### src/rtl/frwd_sb_if.sv
// -----------------------------------------------------------------------------
// frwd_sb_if : issue-side bundle of the forwarding/scoreboard unit.
//   Groups every signal of frwd_sb except clock and reset.
//   master : issue/decode stage and datapath (drives i_*, observes o_*)
//   slave  : frwd_sb itself (observes i_*, drives o_*)
// Port summary (widths by parameter):
//   i_issue_valid/_wen/_rd  issuing instruction and its destination
//   i_rs1/2_addr, _rdata    source addresses and register-file read data
//   i_pc, i_auipc/_jal/_jalr PC and operand-substitution modes
//   i_hold, i_flush          pipeline freeze / squash of issuing instruction
//   i_stg_res, i_stg_rdy     per-stage results and their valid flags
//   o_op1/o_op2/o_jalr_op1   final operands
//   o_stall/o_accept         hazard stall and issue acceptance
//   o_stall_cnt              saturating hazard-stall cycle counter
// -----------------------------------------------------------------------------
interface frwd_sb_if #(
  parameter int XLEN  = 32,
  parameter int DEPTH = 3,
  parameter int RADDR = 5,
  parameter int CNTW  = 16
);
  logic                    i_issue_valid;
  logic                    i_issue_wen;
  logic [RADDR-1:0]        i_issue_rd;
  logic [RADDR-1:0]        i_rs1_addr;
  logic [RADDR-1:0]        i_rs2_addr;
  logic [XLEN-1:0]         i_rs1_rdata;
  logic [XLEN-1:0]         i_rs2_rdata;
  logic [XLEN-1:0]         i_pc;
  logic                    i_auipc;
  logic                    i_jal;
  logic                    i_jalr;
  logic                    i_hold;
  logic                    i_flush;
  logic [DEPTH*XLEN-1:0]   i_stg_res;
  logic [DEPTH-1:0]        i_stg_rdy;
  logic [XLEN-1:0]         o_op1;
  logic [XLEN-1:0]         o_op2;
  logic [XLEN-1:0]         o_jalr_op1;
  logic                    o_stall;
  logic                    o_accept;
  logic [CNTW-1:0]         o_stall_cnt;

  modport master (
    output i_issue_valid, i_issue_wen, i_issue_rd, i_rs1_addr, i_rs2_addr,
           i_rs1_rdata, i_rs2_rdata, i_pc, i_auipc, i_jal, i_jalr,
           i_hold, i_flush, i_stg_res, i_stg_rdy,
    input  o_op1, o_op2, o_jalr_op1, o_stall, o_accept, o_stall_cnt
  );

  modport slave (
    input  i_issue_valid, i_issue_wen, i_issue_rd, i_rs1_addr, i_rs2_addr,
           i_rs1_rdata, i_rs2_rdata, i_pc, i_auipc, i_jal, i_jalr,
           i_hold, i_flush, i_stg_res, i_stg_rdy,
    output o_op1, o_op2, o_jalr_op1, o_stall, o_accept, o_stall_cnt
  );
endinterface

### src/rtl/frwd_sb.sv
// -----------------------------------------------------------------------------
// frwd_sb : operand forwarding unit with destination-register scoreboard.
//   Sits between issue and EX. Entry k of the scoreboard mirrors downstream
//   stage k (0 = EX). For each source the youngest in-flight producer is
//   selected; if its stage result is not ready the unit stalls issue.
//   auipc replaces op1 with PC, jal/jalr replace op2 with 4.
// Ports:
//   i_clk   clock
//   i_rst   synchronous active-high reset (clears scoreboard and counter)
//   io_bus  frwd_sb_if slave modport carrying all issue/operand signals
// -----------------------------------------------------------------------------
module frwd_sb #(
  parameter int XLEN  = 32,
  parameter int DEPTH = 3,
  parameter int RADDR = 5,
  parameter int CNTW  = 16
) (
  input  logic     i_clk,
  input  logic     i_rst,
  frwd_sb_if.slave io_bus
);

  typedef struct packed {
    logic             vld;
    logic [RADDR-1:0] rd;
  } sb_entry_t;

  localparam logic [XLEN-1:0] LINK_OFS = XLEN'(4);

  sb_entry_t        r_sb [DEPTH];
  logic [CNTW-1:0]  r_stall_cnt;

  logic [XLEN-1:0]  w_rs1_fwd;
  logic [XLEN-1:0]  w_rs2_fwd;
  logic             w_rs1_haz;
  logic             w_rs2_haz;
  logic             w_stall;
  logic             w_accept;
  logic             w_alloc;

  // Walk from oldest to youngest so the youngest match is the last writer
  // and wins; an older ready producer can never mask a younger busy one.
  // x0 never matches, so it always reads the register file.
  always_comb begin
    // NOTE: every combinational output gets a default first so no path
    // through the loop leaves it unassigned (which would infer a latch).
    w_rs1_fwd = io_bus.i_rs1_rdata;
    w_rs2_fwd = io_bus.i_rs2_rdata;
    w_rs1_haz = 1'b0;
    w_rs2_haz = 1'b0;
    for (int k = DEPTH - 1; k >= 0; k--) begin
      if (r_sb[k].vld && (r_sb[k].rd == io_bus.i_rs1_addr) &&
          (io_bus.i_rs1_addr != '0)) begin
        w_rs1_fwd = io_bus.i_stg_res[k*XLEN +: XLEN];
        w_rs1_haz = ~io_bus.i_stg_rdy[k];
      end
      if (r_sb[k].vld && (r_sb[k].rd == io_bus.i_rs2_addr) &&
          (io_bus.i_rs2_addr != '0)) begin
        w_rs2_fwd = io_bus.i_stg_res[k*XLEN +: XLEN];
        w_rs2_haz = ~io_bus.i_stg_rdy[k];
      end
    end
  end

  assign w_stall  = io_bus.i_issue_valid & (w_rs1_haz | w_rs2_haz);
  assign w_accept = io_bus.i_issue_valid & ~w_stall & ~io_bus.i_hold &
                    ~io_bus.i_flush;
  // Writes to x0 are never tracked: nothing can depend on them.
  assign w_alloc  = w_accept & io_bus.i_issue_wen & (io_bus.i_issue_rd != '0);

  assign io_bus.o_jalr_op1  = w_rs1_fwd;
  assign io_bus.o_op1       = io_bus.i_auipc ? io_bus.i_pc : w_rs1_fwd;
  assign io_bus.o_op2       = (io_bus.i_jal | io_bus.i_jalr) ? LINK_OFS : w_rs2_fwd;
  assign io_bus.o_stall     = w_stall;
  assign io_bus.o_accept    = w_accept;
  assign io_bus.o_stall_cnt = r_stall_cnt;

  // Scoreboard shifts with the pipeline; a held pipeline keeps every entry,
  // except that a flush during hold kills the instruction sitting in EX.
  always_ff @(posedge i_clk) begin
    if (i_rst) begin
      // NOTE: the scoreboard is a few flops, not a RAM, so every entry is
      // cleared on reset; a stale vld would forward garbage after reset.
      for (int k = 0; k < DEPTH; k++) begin
        r_sb[k] <= '0;
      end
      r_stall_cnt <= '0;
    end else begin
      // NOTE: state is updated with non-blocking assignments so the shift
      // below reads the pre-edge value of r_sb[k-1] for every k.
      if (!io_bus.i_hold) begin
        for (int k = 1; k < DEPTH; k++) begin
          r_sb[k] <= r_sb[k-1];
        end
        r_sb[0] <= '{vld: w_alloc, rd: io_bus.i_issue_rd};
      end else if (io_bus.i_flush) begin
        r_sb[0].vld <= 1'b0;
      end

      if (w_stall && !io_bus.i_hold && (r_stall_cnt != '1)) begin
        r_stall_cnt <= r_stall_cnt + 1'b1;
      end
    end
  end

endmodule
### src/flat_wrapper.sv
// flat-port wrapper written by rule: the top's interface ports become plain ports
module frwd_sb_flat 
#(
  parameter int XLEN  = 32,
  parameter int DEPTH = 3,
  parameter int RADDR = 5,
  parameter int CNTW  = 16
)
  (i_clk, i_rst, io_bus_i_issue_valid, io_bus_i_issue_wen, io_bus_i_issue_rd, io_bus_i_rs1_addr, io_bus_i_rs2_addr, io_bus_i_rs1_rdata, io_bus_i_rs2_rdata, io_bus_i_pc, io_bus_i_auipc, io_bus_i_jal, io_bus_i_jalr, io_bus_i_hold, io_bus_i_flush, io_bus_i_stg_res, io_bus_i_stg_rdy, io_bus_o_op1, io_bus_o_op2, io_bus_o_jalr_op1, io_bus_o_stall, io_bus_o_accept, io_bus_o_stall_cnt);
  frwd_sb_if #(.XLEN(XLEN), .DEPTH(DEPTH), .RADDR(RADDR), .CNTW(CNTW)) io_bus_i ();
  input  logic i_clk;
  input  logic i_rst;
  input wire logic [$bits(io_bus_i.i_issue_valid)-1:0] io_bus_i_issue_valid;
  input wire logic [$bits(io_bus_i.i_issue_wen)-1:0] io_bus_i_issue_wen;
  input wire logic [$bits(io_bus_i.i_issue_rd)-1:0] io_bus_i_issue_rd;
  input wire logic [$bits(io_bus_i.i_rs1_addr)-1:0] io_bus_i_rs1_addr;
  input wire logic [$bits(io_bus_i.i_rs2_addr)-1:0] io_bus_i_rs2_addr;
  input wire logic [$bits(io_bus_i.i_rs1_rdata)-1:0] io_bus_i_rs1_rdata;
  input wire logic [$bits(io_bus_i.i_rs2_rdata)-1:0] io_bus_i_rs2_rdata;
  input wire logic [$bits(io_bus_i.i_pc)-1:0] io_bus_i_pc;
  input wire logic [$bits(io_bus_i.i_auipc)-1:0] io_bus_i_auipc;
  input wire logic [$bits(io_bus_i.i_jal)-1:0] io_bus_i_jal;
  input wire logic [$bits(io_bus_i.i_jalr)-1:0] io_bus_i_jalr;
  input wire logic [$bits(io_bus_i.i_hold)-1:0] io_bus_i_hold;
  input wire logic [$bits(io_bus_i.i_flush)-1:0] io_bus_i_flush;
  input wire logic [$bits(io_bus_i.i_stg_res)-1:0] io_bus_i_stg_res;
  input wire logic [$bits(io_bus_i.i_stg_rdy)-1:0] io_bus_i_stg_rdy;
  output wire logic [$bits(io_bus_i.o_op1)-1:0] io_bus_o_op1;
  output wire logic [$bits(io_bus_i.o_op2)-1:0] io_bus_o_op2;
  output wire logic [$bits(io_bus_i.o_jalr_op1)-1:0] io_bus_o_jalr_op1;
  output wire logic [$bits(io_bus_i.o_stall)-1:0] io_bus_o_stall;
  output wire logic [$bits(io_bus_i.o_accept)-1:0] io_bus_o_accept;
  output wire logic [$bits(io_bus_i.o_stall_cnt)-1:0] io_bus_o_stall_cnt;
  assign io_bus_i.i_issue_valid = io_bus_i_issue_valid;
  assign io_bus_i.i_issue_wen = io_bus_i_issue_wen;
  assign io_bus_i.i_issue_rd = io_bus_i_issue_rd;
  assign io_bus_i.i_rs1_addr = io_bus_i_rs1_addr;
  assign io_bus_i.i_rs2_addr = io_bus_i_rs2_addr;
  assign io_bus_i.i_rs1_rdata = io_bus_i_rs1_rdata;
  assign io_bus_i.i_rs2_rdata = io_bus_i_rs2_rdata;
  assign io_bus_i.i_pc = io_bus_i_pc;
  assign io_bus_i.i_auipc = io_bus_i_auipc;
  assign io_bus_i.i_jal = io_bus_i_jal;
  assign io_bus_i.i_jalr = io_bus_i_jalr;
  assign io_bus_i.i_hold = io_bus_i_hold;
  assign io_bus_i.i_flush = io_bus_i_flush;
  assign io_bus_i.i_stg_res = io_bus_i_stg_res;
  assign io_bus_i.i_stg_rdy = io_bus_i_stg_rdy;
  assign io_bus_o_op1 = io_bus_i.o_op1;
  assign io_bus_o_op2 = io_bus_i.o_op2;
  assign io_bus_o_jalr_op1 = io_bus_i.o_jalr_op1;
  assign io_bus_o_stall = io_bus_i.o_stall;
  assign io_bus_o_accept = io_bus_i.o_accept;
  assign io_bus_o_stall_cnt = io_bus_i.o_stall_cnt;
  frwd_sb #(.XLEN(XLEN), .DEPTH(DEPTH), .RADDR(RADDR), .CNTW(CNTW)) u_core (.i_clk(i_clk), .i_rst(i_rst), .io_bus(io_bus_i));
endmodule
### config.mk
export PLATFORM = sky130hd
export DESIGN_NAME = frwd_sb_flat
export DESIGN_NICKNAME = d
export VERILOG_FILES = /design/src/rtl/frwd_sb_if.sv /design/src/rtl/frwd_sb.sv /design/src/flat_wrapper.sv
export SDC_FILE = /design/constraint.sdc
export NUM_CORES = 1
export LEC_CHECK = 0
export CAP_MARGIN = 20
export CORE_AREA = 2 2 129 131
export DETAILED_ROUTE_END_ITERATION = 8
export DIE_AREA = 0 0 131 133
export GPL_TIMING_DRIVEN = 0
export PLACE_DENSITY = 0.79
export SLEW_MARGIN = 20
export SYNTH_ARGS = -nofsm -noshare
export SYNTH_HDL_FRONTEND = slang
export SYNTH_SLANG_ARGS = --single-unit
### constraint.sdc
create_clock -name i_clk -period 6.4 [get_ports i_clk]
set_clock_uncertainty 0.1 [all_clocks]
set_input_delay 1.28 -clock i_clk [delete_from_list [all_inputs] [get_ports i_clk]]
set_output_delay 1.28 -clock i_clk [all_outputs]
set_load 0.1 [all_outputs]
**Word-level counts from Yosys, hierarchy flattened**

Memories as Yosys holds them, arrays and structs flattened.
Index checks and enable logic that the tools add are counted.
W data, S select, Z words.

- Bits in registers: 16
- Bits in latches: 0
- RAM bits: 18
- Memory bits (read-only): 0
- Output and inout port bits: 114
- Logic and storage cells: 73
- Memories: 1

- Add/subtract/negate cells: 1
- $mul: 0
- Div/mod/pow operators: 0
- Order comparisons: 0
- Eq/ne operators: 7
- Shift operators: 0
- Mux-type cells: 27
- Bitwise logic cells: 18
- Reductions and logical operators: 18

Memories:

| name | words | bits a word | read ports | clocked after memory_dff | wr ports | line | text |
|---|---|---|---|---|---|---|---|
| u_core.r_sb | 3 | 6 | 3 | 0 | 3 | frwd_sb.sv:30 | `sb_entry_t r_sb [DEPTH];` |

Operator list:

| operator | count |
|---|---|
| $mux W32 | 8 |
| $eq A5 B5 Y1 | 6 |
| $mux W6 | 3 |
| $add A16 B1 Y16 const B | 1 |
| $mux W1 | 16 |
| $ne A16 B16 Y1 const B | 1 |
| $reduce_bool A5 Y1 | 3 |
| $logic_and A1 B1 Y1 | 14 |
| $and A1 B1 Y1 | 6 |
| $not A1 Y1 | 6 |
| $or A1 B1 Y1 | 6 |
| $logic_not A1 Y1 | 1 |

**Depth between registers and ports, before layout**

An unclocked memory read counts as a cell.

- Depth in word-level cells: 17
- Gate-level depth with buffers: 10
- Depth with buffers taken out: 7

**Worst setup path before layout**

No wires, ideal clock.

- Path kind: input port to output port
- From: input io_bus_i_rs1_addr[1]
- To: output io_bus_o_accept
- Arrival: 4.859 ns
- Required time: 5.020 ns
- Path slack: 0.161 ns
- Cell stages on the path: 7
- Cells stage by stage: or4_1 -> nor2_1 -> nor4b_2 -> buf_2 -> a31oi_1 -> o221ai_1 -> nor3_1

- Cells in the longest elaborated chain, start to end: 12
- Elaborated cells between the ends (all ways): 19

RTL lines:

| element | line | text |
|---|---|---|
| start: declaration | flat_wrapper.sv:16 | `input wire logic [$bits(io_bus_i.i_rs1_addr)-1:0] io_bus_i_rs1_addr;` |
| $eq A5 B5 Y1 | frwd_sb.sv:52 | `if (r_sb[k].vld && (r_sb[k].rd == io_bus.i_rs1_addr) &&` |
| $logic_and A1 B1 Y1 (2 in a row) | frwd_sb.sv:52 |  |
| $mux W1 (2 in a row) | frwd_sb.sv:52 |  |
| $mux W1 (*) | frwd_sb.sv:52 |  |
| $or A1 B1 Y1 (*) | frwd_sb.sv:65 | `assign w_stall = io_bus.i_issue_valid & (w_rs1_haz \| w_rs2_haz);` |
| $and A1 B1 Y1 (*) | frwd_sb.sv:65 |  |
| $not A1 Y1 (*) | frwd_sb.sv:66 | `assign w_accept = io_bus.i_issue_valid & ~w_stall & ~io_bus.i_hold &` |
| $and A1 B1 Y1 (*) (3 in a row) | frwd_sb.sv:66 |  |
| end: declaration | flat_wrapper.sv:32 | `output wire logic [$bits(io_bus_i.o_accept)-1:0] io_bus_o_accept;` |

Mark *: on every way between the ends. The rest lies on a longest branch, timed or not.

**Final worst setup path**

- From: input io_bus_i_rs1_addr[1]
- To: output io_bus_o_jalr_op1[28]

- Cells in the longest elaborated chain, start to end: 6
- Elaborated cells between the ends (all ways): 13

RTL lines:

| element | line | text |
|---|---|---|
| $eq A5 B5 Y1 | frwd_sb.sv:52 |  |
| $logic_and A1 B1 Y1 (2 in a row) | frwd_sb.sv:52 |  |
| $mux W32 (2 in a row) | frwd_sb.sv:52 |  |
| $mux W32 (*) | frwd_sb.sv:52 |  |
| end: declaration | flat_wrapper.sv:30 | `output wire logic [$bits(io_bus_i.o_jalr_op1)-1:0] io_bus_o_jalr_op1;` |

Marked as above.

==> impl_metrics.tcl <==
set metrics [dict create \
    syn-instance-count 567 \
    dieArea_um2 17400 \
    period_share_pct 97.1 \
    clockRootBuffer "clkbuf_16" \
    nets 1125 \
    required_ns 5.02 \
    startpoint_type "input pin" \
    status "complete, no violations" \
    clk_path_buf_depth 2 \
    ff_latch_area_um2 861 \
    coreArea_um2 16200 \
    dr_total_vias 5990 \
    gp_congestion 0.942 \
    synth-edff-count 18 \
    drc 0 \
    drv_slew 0 \
    relSlewSlack_pct 33.9 \
    hold_class "flip-flop to flip-flop" \
    antenna_left 0 \
    gr-usage-all-layers_pct 24.8 \
    rsz0062_at_grt "false" \
    critical_path_arrival_ns 4.83 \
    cts_made_buffers 5 \
    synthMostInstantiatedCell "nor2_1" \
    drtIter0Drc 286 \
    finalCriticalPeriod_ns 6.21 \
    htreeDepth 2 \
    dp.cells 1118 \
    yosysWarnings 0 \
    syn_area_per_cell_um2 7.81 \
    drive_gt1_share_pct 15.6 \
    syn-num-nets 787 \
    tightestPinTransition_ns 0.988 \
    final-setup-viol-count 0 \
    seq_area_frac_synth_pct 19.4 \
    synth_area_um2 4430 \
    ys_seq_elements 34 \
    hold_slack_ns 0.416 \
    end_kind "output pin" \
    wl_um 22900 \
    ioPinCount 333 \
    post_cts_buffers 0 \
    start_util_pct 27.4 \
    dr.pass1.iters 5 \
    fillCellCount 1594 \
    finalNonFillerCells 1128 \
    post-place-ws_ns -0.533 \
    viasPerCell 5.31 \
    clock-sinks 34 \
    worst_slack_ns 0.185 \
    synthToLayoutAreaGrowth_pct 82.3 \
    die_h_um 133 \
    fmax_mhz 161 \
    ys_types 47 \
    multi_input_area_um2 3350 \
    row_count 47 \
    wire_per_inst_um 20.3 \
    hold_violations 0 \
    drv_cap 0 \
    synth_top_flop_cell "edfxtp_1" \
    die_w_um 131 \
    overflow 0 \
    place_hpwl_um 17700 \
    utilization_pct 50.0 \
    ys_top_cells_by_count "nor2_1, a211oi_1, mux2i_1, a21oi_1, mux2_2" \
    vdd_drop_max_v 0.000136 \
    clock_latency_ns 0.28 \
    clkTransAtPathRegs_ns 0.05 \
    grt_pass1_vias 6071 \
    grt_pass1_wl_um 33600 \
    synth_top_cell_area_share_pct 14.7 \
    portBuffers 331 \
    yosys.area.top_type "mux2i_1" \
    antenna_found_initial 3 \
    leakage_nw 2.98 \
    path_class "input pin to output pin" \
    power.density_nw_per_um2 143 \
    grt_max_degree 19 \
    ys_top_cells_by_area "mux2i_1, edfxtp_1, a211oi_1" \
    cp_max_fo 10 \
    cts_tree "done" \
    async_flop_share_pct 0 \
]
worst max-delay path: stages:
cell and delay (ns):
clkdlybuf4s50_1 0.51, or4_1 0.56, nor2_1 0.27, or3_1 0.18, buf_2 0.25, buf_1 0.49
nor2_1 0.08, a211oi_1 0.22, a21o_1 0.14, clkdlybuf4s15_1 0.83
flip-flops by register name, summed over array words and instances (netlist names):
register and count:
u_core.r_sb 18, u_core.io_bus.o_stall_cnt 16
repair_timing:
item,CTS,global route
gates resized for setup,206,70
gates cloned,0,0
hold buffers,0,0
endpoints found under the setup margin,97,90
layout make-up:
cell class,instances,area share [%]
inverter,7,0.325
antenna,2,0.0619
clock buffer,6,1.60
clock inverter,2,0.108
timing repair buffer,331,39.9
sequential,34,10.7
multi-input combinational,477,41.4
buffer,49,2.54
tap,220,3.41
per-stage QoR:
step / TNS [ns] / cell area [um2] / power (mW)
finish: 0 / 8080 / 1.15
global route: 0 / 8080 / 1.19
detailed placement: -29.91 / 8020 / 0.944
CTS: 0 / 8170 / 1.15
global placement: -26.68 / 8020 / 0.939
floorplan: 0 / 4430 / 0.684
path summary, 6_finish.rpt:
kind                           startpoint                            to  slack (ns)  cells after the start
max                  io_bus_i_rs1_addr[1]         io_bus_o_jalr_op1[28]        0.19                     10
min          u_core.io_bus.o_stall_cnt[6]  u_core.io_bus.o_stall_cnt[6]        0.42                      2
max reg2reg             u_core.r_sb[0][9]  u_core.io_bus.o_stall_cnt[7]        3.55                      7
min reg2reg  u_core.io_bus.o_stall_cnt[6]  u_core.io_bus.o_stall_cnt[6]        0.42                      2
report_power, final:
part / switching (mW) / total [mW] / internal, mW
sequential: 0.00884 / 0.249 / 0.241
combinational: 0.439 / 0.671 / 0.232
clock: 0.0898 / 0.232 / 0.142
cells by family after synthesis:
family                   Yosys count  synth area share (%)
AND/OR/NAND/NOR                  186                  20.9
AO/OA/AOI/OAI                    164                  25.6
multiplexers                      99                  23.3
buffers and inverters             56                  5.11
flip-flops                        34                  19.4
XOR/XNOR                          27                  5.34
adder cells (fa/ha/maj)            1                 0.282
routing by layer:
metal | wire length (um) | global-route usage (%) | part of all wire (%)
met1 | 9070 | 30.8 | 40
met2 | 11200 | 42.4 | 49
met3 | 1920 | 5.01 | 8.4
met4 | 627 | 8.33 | 2.7
met5 | 13 | 0 | 0.057
placed cells by master (no fill, tap or decap), types with 2 or more instances in the layout:
master,instances
clkbuf_2,34
clkdlybuf4s50_1,233
diode_2,2
and4_1,4
clkdlybuf4s15_2,54
a41oi_1,2
or3_1,3
a21o_1,32
o31ai_1,4
and2_1,21
nor2b_1,3
nand3_1,5
o21ai_0,3
or4b_1,4
mux2i_1,65
o41ai_1,5
edfxtp_1,18
or4_1,8
and3_1,2
nand4_1,7
mux2_2,34
xor2_1,6
nor3_1,3
dfxtp_1,16
a21oi_1,44
nand2_1,10
a211oi_1,65
clkbuf_1,25
nor2_1,101
inv_1,7
nand2b_1,4
clkdlybuf4s15_1,3
buf_1,13
nor4_1,5
buf_2,7
clkbuf_16,5
xnor2_1,21
dlygate4sd2_1,10
No activity file was read; power rests on OpenSTA's default activity.
